<file path="config.mk">
export PLATFORM = sky130hd
export DESIGN_NAME = div_unit
export DESIGN_NICKNAME = d
export VERILOG_FILES = /design/src/rtl/div_unit.sv
export SDC_FILE = /design/constraint.sdc
export NUM_CORES = 1
export LEC_CHECK = 0
export CAP_MARGIN = 20
export CORE_MARGIN = 2
export CORE_UTILIZATION = 50
export DETAILED_ROUTE_END_ITERATION = 10
export MAX_ROUTING_LAYER = met4
export PLACE_DENSITY = 0.73
export SETUP_SLACK_MARGIN = 0.4
export SYNTH_ARGS = -nofsm -noshare
export SYNTH_HDL_FRONTEND = slang
export SYNTH_SLANG_ARGS = --single-unit
</file>
<file path="constraint.sdc">
create_clock -name clk -period 5.9 [get_ports clk]
set_input_delay 1.18 -clock clk [delete_from_list [all_inputs] [get_ports clk]]
set_output_delay 1.18 -clock clk [all_outputs]
set_load 0.01 [all_outputs]
</file>
<file path="src/rtl/div_unit.sv">
// Multi-cycle radix-2 restoring divider for the EX stage (DIV/DIVU).
// Produces quotient (lo) and remainder (hi) with a one-cycle valid strobe and a stall request.
module div_unit #(
    parameter int WIDTH = 32,
    parameter int CNT_W = 6
) (
    input  logic             clk,
    input  logic             resetn,
    input  logic             start,
    input  logic             signed_div,
    input  logic [WIDTH-1:0] a,
    input  logic [WIDTH-1:0] b,
    input  logic             cancel,
    output logic             stall_div,
    output logic             valid,
    output logic [WIDTH-1:0] lo,
    output logic [WIDTH-1:0] hi
);

    typedef enum logic [1:0] {
        IDLE = 2'd0,
        CALC = 2'd1,
        DONE = 2'd2
    } state_t;

    state_t             state_reg, state_next;
    logic [CNT_W-1:0]   counter_reg;
    logic [WIDTH-1:0]   divisor_reg;
    logic [WIDTH-1:0]   rem_reg;
    logic [WIDTH-1:0]   quo_reg;
    logic               sign_q_reg;
    logic               sign_r_reg;
    logic               valid_reg;
    logic [WIDTH-1:0]   lo_reg;
    logic [WIDTH-1:0]   hi_reg;
    logic               stall_req;

    logic               accept;
    logic               b_zero;
    logic [WIDTH-1:0]   a_mag;
    logic [WIDTH-1:0]   b_mag;
    logic [WIDTH:0]     rem_shift;
    logic [WIDTH:0]     rem_diff;
    logic [WIDTH-1:0]   rem_next;
    logic [WIDTH-1:0]   quo_next;

    assign accept = start && !cancel;
    assign b_zero = (b == '0);
    assign a_mag  = (signed_div && a[WIDTH-1]) ? (~a + 1'b1) : a;
    assign b_mag  = (signed_div && b[WIDTH-1]) ? (~b + 1'b1) : b;

    // One restoring step: shift the next dividend bit into the remainder, keep the
    // trial difference only when it did not borrow.
    assign rem_shift = {rem_reg, quo_reg[WIDTH-1]};
    assign rem_diff  = rem_shift - {1'b0, divisor_reg};
    always_comb begin
        rem_next = rem_shift[WIDTH-1:0];
        quo_next = {quo_reg[WIDTH-2:0], 1'b0};
        if (!rem_diff[WIDTH]) begin
            rem_next = rem_diff[WIDTH-1:0];
            quo_next = {quo_reg[WIDTH-2:0], 1'b1};
        end
    end

    always_comb begin
        state_next = state_reg;
        stall_req  = 1'b0;
        case (state_reg)
            IDLE: begin
                if (accept) begin
                    stall_req  = 1'b1;
                    state_next = b_zero ? DONE : CALC;
                end
            end
            CALC: begin
                stall_req = 1'b1;
                if (cancel)
                    state_next = IDLE;
                else if (counter_reg == CNT_W'(WIDTH - 1))
                    state_next = DONE;
            end
            DONE:    state_next = IDLE;
            default: state_next = IDLE;
        endcase
    end

    // Held low while reset is asserted even if the pipeline keeps start high.
    assign stall_div = resetn && stall_req;

    always_ff @(posedge clk or negedge resetn) begin
        if (!resetn) begin
            state_reg   <= IDLE;
            counter_reg <= '0;
            divisor_reg <= '0;
            rem_reg     <= '0;
            quo_reg     <= '0;
            sign_q_reg  <= 1'b0;
            sign_r_reg  <= 1'b0;
            valid_reg   <= 1'b0;
            lo_reg      <= '0;
            hi_reg      <= '0;
        end else begin
            state_reg <= state_next;
            valid_reg <= 1'b0;
            case (state_reg)
                IDLE: begin
                    if (accept) begin
                        counter_reg <= '0;
                        divisor_reg <= b_mag;
                        if (b_zero) begin
                            // Defined divide-by-zero result flows through DONE unsigned.
                            quo_reg    <= '1;
                            rem_reg    <= a;
                            sign_q_reg <= 1'b0;
                            sign_r_reg <= 1'b0;
                        end else begin
                            quo_reg    <= a_mag;
                            rem_reg    <= '0;
                            sign_q_reg <= signed_div && (a[WIDTH-1] ^ b[WIDTH-1]);
                            sign_r_reg <= signed_div && a[WIDTH-1];
                        end
                    end
                end
                CALC: begin
                    if (!cancel) begin
                        rem_reg     <= rem_next;
                        quo_reg     <= quo_next;
                        counter_reg <= counter_reg + 1'b1;
                    end
                end
                DONE: begin
                    if (!cancel) begin
                        lo_reg    <= sign_q_reg ? (~quo_reg + 1'b1) : quo_reg;
                        hi_reg    <= sign_r_reg ? (~rem_reg + 1'b1) : rem_reg;
                        valid_reg <= 1'b1;
                    end
                end
                default: ;
            endcase
        end
    end

    assign valid = valid_reg;
    assign lo    = lo_reg;
    assign hi    = hi_reg;

endmodule

</file>
==> Word-level counts from Yosys, hierarchy flattened <==
Index checks and enable logic that the tools add are counted.
{ "totals": {"regBits": 171, "in_bits": 69, "output_inout_bits": 66, "wordCells": 69} }
{ "classes": {"add_sub_neg": 6, "n_eq_ne": 6, "muxes": 28, "bitwise": 6, "reduce_logical": 13} }
{ "ops": {"columns": ["cell", "n"], "rows": [
  ["2-to-1 mux 32 bit", 11],
  ["adder 32 x 1 -> 32 bit, second input constant", 4],
  ["NOT 32 bit", 4],
  ["one-hot mux 32 bit (2 select lines)", 2],
  ["subtractor 33 x 32 -> 33 bit", 1],
  ["logical NOT 32 bit", 1],
  ["2-to-1 mux 6 bit", 2],
  ["one-hot mux 6 bit (2 select lines)", 1],
  ["2-to-1 mux 2 bit", 4],
  ["adder 6 x 1 -> 6 bit, second input constant", 1],
  ["equality test 6 x 5 -> 1 bit, second input constant", 1],
  ["2-to-1 mux 1 bit", 6],
  ["AND reduction 2 bit", 3],
  ["logical AND 1 bit", 5],
  ["!= test 2 bit, second input constant", 2],
  ["one-hot mux 2 bit (2 select lines)", 1],
  ["!= test 3 bit, second input constant", 1],
  ["AND reduction 3 bit", 1],
  ["equality test 2 x 1 -> 1 bit, second input constant", 1],
  ["equality test 2 bit, second input constant", 1],
  ["logical NOT 2 bit", 1],
  ["one-hot mux 1 bit (2 select lines)", 1],
  ["nonzero test 2 bit", 1],
  ["logical NOT 1 bit", 1],
  ["2 further kinds", 2]
]} }

==> Depth between registers and ports, before layout <==
{ "depth": {"depth_word": 6, "depth_mapped": 13} }

==> Worst setup path after synthesis <==
No wires, ideal clock.
{ "synth_path": {"path_type": "input to register", "from": "input port b[17]", "to": "register quo_reg[21]", "arrival_ps": 3701, "required_ps": 5823, "slack_ps": 2121, "path_stages": 10, "path_cell_list": "or3_4 or3_4 nor3_4 or4b_4 or4_4 or3_1 buf_6 nand3_1 o21ai_1 a21oi_1"} }
{ "synth_between": {"elab_chain_cells": 4} }
{ "synth_rtl": {"columns": ["element", "line_no", "text"], "rows": [
  ["from (decl)", "12", "input logic [WIDTH-1:0] b,"],
  ["logical NOT 32 bit", "48", "assign b_zero = (b == '0);"],
  ["2-to-1 mux 32 bit", "110", "if (b_zero) begin"],
  ["2-to-1 mux 32 bit", "107", "if (accept) begin"],
  ["one-hot mux 32 bit (2 select lines)", "105", "case (state_reg)"],
  ["to (signal assigned)", "117", "quo_reg <= a_mag;"],
  ["to (signal assigned)", "127", "quo_reg <= quo_next;"],
  ["to (decl)", "30", "logic [WIDTH-1:0] quo_reg;"]
]} }
No other way between the ends. The select of a mux whose other input is x is not followed.
A chain may end at the register's enable or synchronous reset.

==> Worst setup path in the final report <==
{ "layout_path": {"from": "register quo_reg[31]", "to": "register rem_reg[8]"} }
{ "layout_between": {"elab_chain_cells": 4} }
{ "layout_rtl": {"columns": ["element", "line_no", "text"], "rows": [
  ["subtractor 33 x 32 -> 33 bit", "55", "assign rem_diff = rem_shift - {1'b0, divisor_reg};"],
  ["2-to-1 mux 32 bit", "59", "if (!rem_diff[WIDTH]) begin"],
  ["2-to-1 mux 32 bit", "125", "if (!cancel) begin"],
  ["one-hot mux 32 bit (2 select lines)", "105", null],
  ["to (signal assigned)", "126", "rem_reg <= rem_next;"],
  ["to (decl)", "29", "logic [WIDTH-1:0] rem_reg;"]
]} }
No other way between the ends. The select of a mux whose other input is x is not followed.

==> flow_summary_export.csv <==
group,metric,value,unit
outcome,status,"completed",
grt,grt_util_all_layers,26.8,%
sta,tightest_slew,1030,ps
sta,report.final.slew_viol_count,0,
floorplanning,ios,135,
critical_path,end_kind,"flop",
grt,grt_pass1_vias,9423,
yosys,syn_area,11400,um2
floorplanning,die_w,155,um
yosys,synth-warning-count,0,
yosys,synth_fp_nets,1476,
drt,drc,0,
grt,grt_first_pass_wirelength,49800,um
cells_and_area,final_area,13500,um2
yosys,synthDistinctLibCells,68,
clock_tree,ctsLongestPathBuffers,2,
cells_and_area,drive_gt1_share,4.48,%
critical_path,critPathMaxFanout,24,
cells_and_area,layout_commonest_cell,"o21ai_0",
drt,drt-vias-per-instance,5.85,
drt,ant_nets,0,
sta,max_freq,0.223,GHz
sta,finalClockSkew,11.3,ps
cells_and_area,stdcell_count,1758,
sta,setup-tns-final,0,ps
floorplanning,dieArea,24000,um2
yosys,avgSynthCellArea,8.33,um2
critical_path,worstPathRequired,6190,ps
clock_tree,cts_resized,0,
cells_and_area,regArea,4280,um2
critical_path,slowest_delay,730,ps
cells_and_area,num_antenna_cells,0,
drt,drt_wl_total,30900,um
cells_and_area,synthToLayoutAreaGrowth,18.6,%
cells_and_area,multi_input_area,6650,um2
floorplanning,coreArea,22500,um2
yosys,ys_ff_latch,171,
yosys,synthCells,1369,
pwr,ir_worst_vdd,200,uV
flow_run,drv_cap,0,
clock_tree,insertion_delay,430,ps
cells_and_area,final_cell_mix,"o21ai_0 (188), dfrtp_1 (171), nand2_1 (160)",
clock_tree,clk_pin_slew,70,ps
clock_tree,cts_setup_buffers,0,
pwr,p_leak,5.63,nW
pwr,p_per_area,526,nW/um2
critical_path,regToRegSetupSlack,1420,ps
sta,fin_crit,4480,ps
placed_design,port-buffer-count,134,
critical_path,critical-path-top-delay-family,"compound AO/OA/AOI/OAI gates",
clock_tree,htreeDepth,4,
clock_tree,clock-sinks,171,
yosys,synth_edf_count,0,
cells_and_area,fillers,2013,
floorplanning,initial_core_util,50.7,%
sta,post-route-period-util,75.9,%
critical_path,critical_path_class,"flop to flop",
yosys,ys_seq_area_share,37.5,%
placed_design,dpl_cell_area,12900,um2
placed_design,dp.cells,1726,
floorplanning,die_h,155,um
yosys,ys.flop_type,"dfrtp_1",
sta,whs,476,ps
grt,antenna_found_initial,0,
clock_tree,cts-hold-fix-buffers,0,
drt,firstDrtPassIters,5,
critical_path,crit_path_top_delay_cell,"nor2_4",
drt,avgRoutedWirePerCell,17.6,um
critical_path,cp_data_arrival_time,4770,ps
placed_design,dp_hpwl,23700,um
sta,rsz0062_at_grt,"no",
sta,hold_viol,0,
cells_and_area,nets,1567,
clock_tree,cts_buffers,17,
floorplanning,rows,55,
drt,drt_iter0_drc,878,
cells_and_area,final_util,60.1,%
critical_path,crit_chain,"inv_1 -> ha_1 -> fa_1 -> nand2b_1 -> a21oi_1 -> o211a_1 -> a41oi_1 -> o31ai_1 -> mux2_2 -> nor2_4 -> mux2i_1 -> o21ai_0",
critical_path,critical_path_buf_inv_count,1,
worst_hold_path,min_path_type,"flop to flop",
clock_tree,cts_root_buffer,"clkbuf_16",
sta,timing.slew.headroom,31.1,%
grt,grt_max_degree,69,
clock_tree,cts_tree,"built",
drt,num_vias,10280,
grt,overflow,0,
placed_design,routabilityCongestion,0.931,
sta,setup_violations,0,
yosys,synthArstFlopShare,100,%
critical_path,critPathLaunchType,"flop",
power by group:
part / switching [mW] / internal, mW / leakage, nW
logic: 2.09 / 1.71 / 3.17
registers: 0.531 / 1.60 / 2.16
clock network: 0.512 / 0.677 / 0.298
logic make-up (layout without fill, tap and decap cells):
kind of cell               Yosys count  count (layout)  share of synthesized area (%)
AOI/OAI and AO/OA                  433             433                           22.1
and+or+nand+nor                    426             426                           18.2
DFF                                171             171                           37.5
muxes                               26              26                           2.29
xor gates and xnor gates           147             147                           11.3
adders and majority gates           38              38                           4.23
buffers and inverters              128             232                           4.37
Yosys cell counts, types with 8 or more instances:
| cell type | instances | area share, % |
|---|---|---|
| a21oi_1 | 96 | 4.2 |
| o21ai_0 | 188 | 8.2 |
| nand2_1 | 161 | 5.3 |
| inv_1 | 55 | 1.8 |
| a22oi_1 | 32 | 2.1 |
| nand3_1 | 38 | 1.7 |
| nor3_1 | 34 | 1.5 |
| buf_2 | 8 | 0.35 |
| o41ai_1 | 13 | 1.0 |
| dfrtp_1 | 171 | 38 |
| o211ai_1 | 8 | 0.53 |
| ha_1 | 37 | 4.1 |
| mux2i_1 | 25 | 2.2 |
| or3_1 | 14 | 0.77 |
| xor2_1 | 84 | 6.5 |
| or4_1 | 10 | 0.66 |
| a31oi_1 | 10 | 0.55 |
| clkbuf_1 | 61 | 2.0 |
| o31ai_1 | 27 | 1.8 |
| xnor2_1 | 63 | 4.8 |
| nand2b_1 | 16 | 0.88 |
| a21o_1 | 10 | 0.66 |
| nor2_1 | 85 | 2.8 |
| nand4_1 | 9 | 0.49 |
| o21ai_1 | 20 | 0.88 |
routing by layer:
metal	global-route usage (%)	wire (um)	vias to the layer above
met1	38.0	14600	4801
li1	-	-	5045
met5	-	0	-
met3	3.62	2000	50
met2	39.9	13500	384
met4	8.77	771	0
metrics by stage:
step                      setup WS, ps  power (mW)
after global routing              1210        7.66
final                             1420        7.12
after global placement            1220        5.82
after floorplan                   2120        4.64
after detailed placement          1120        5.90
after CTS                         1480        7.09
tightest hold or removal path, delay by kind of cell, from the launching register on:
| kind | cells | cell delay, ps |
|---|---|---|
| flops | 1 | 340 |
| compound gates | 1 | 60 |
| simple gates | 1 | 50 |
worst paths after layout:
check                                             from                          end  cells past startpoint
setup / recovery               quo_reg[31]$_DFFE_PN0P_       rem_reg[8]$_DFFE_PN0P_                     12
max in group asynchronous                       resetn  divisor_reg[19]$_DFFE_PN0P_                      2
min in group asynchronous                       resetn      quo_reg[13]$_DFFE_PN0P_                      1
hold / removal             divisor_reg[23]$_DFFE_PN0P_  divisor_reg[23]$_DFFE_PN0P_                      2
setup reg to reg               quo_reg[31]$_DFFE_PN0P_       rem_reg[8]$_DFFE_PN0P_                     12
hold reg to reg            divisor_reg[23]$_DFFE_PN0P_  divisor_reg[23]$_DFFE_PN0P_                      2
layout make-up:
cell class / instances / share of cell area, %
repair buffers: 145 / 10.5
clock inverters: 14 / 1.33
clock buffers: 18 / 3.17
flip-flops and latches: 171 / 31.6
multi-input cells: 1070 / 49.2
inverters: 55 / 1.53
well taps: 285 / 2.64
(Power assumes the default switching activity.)
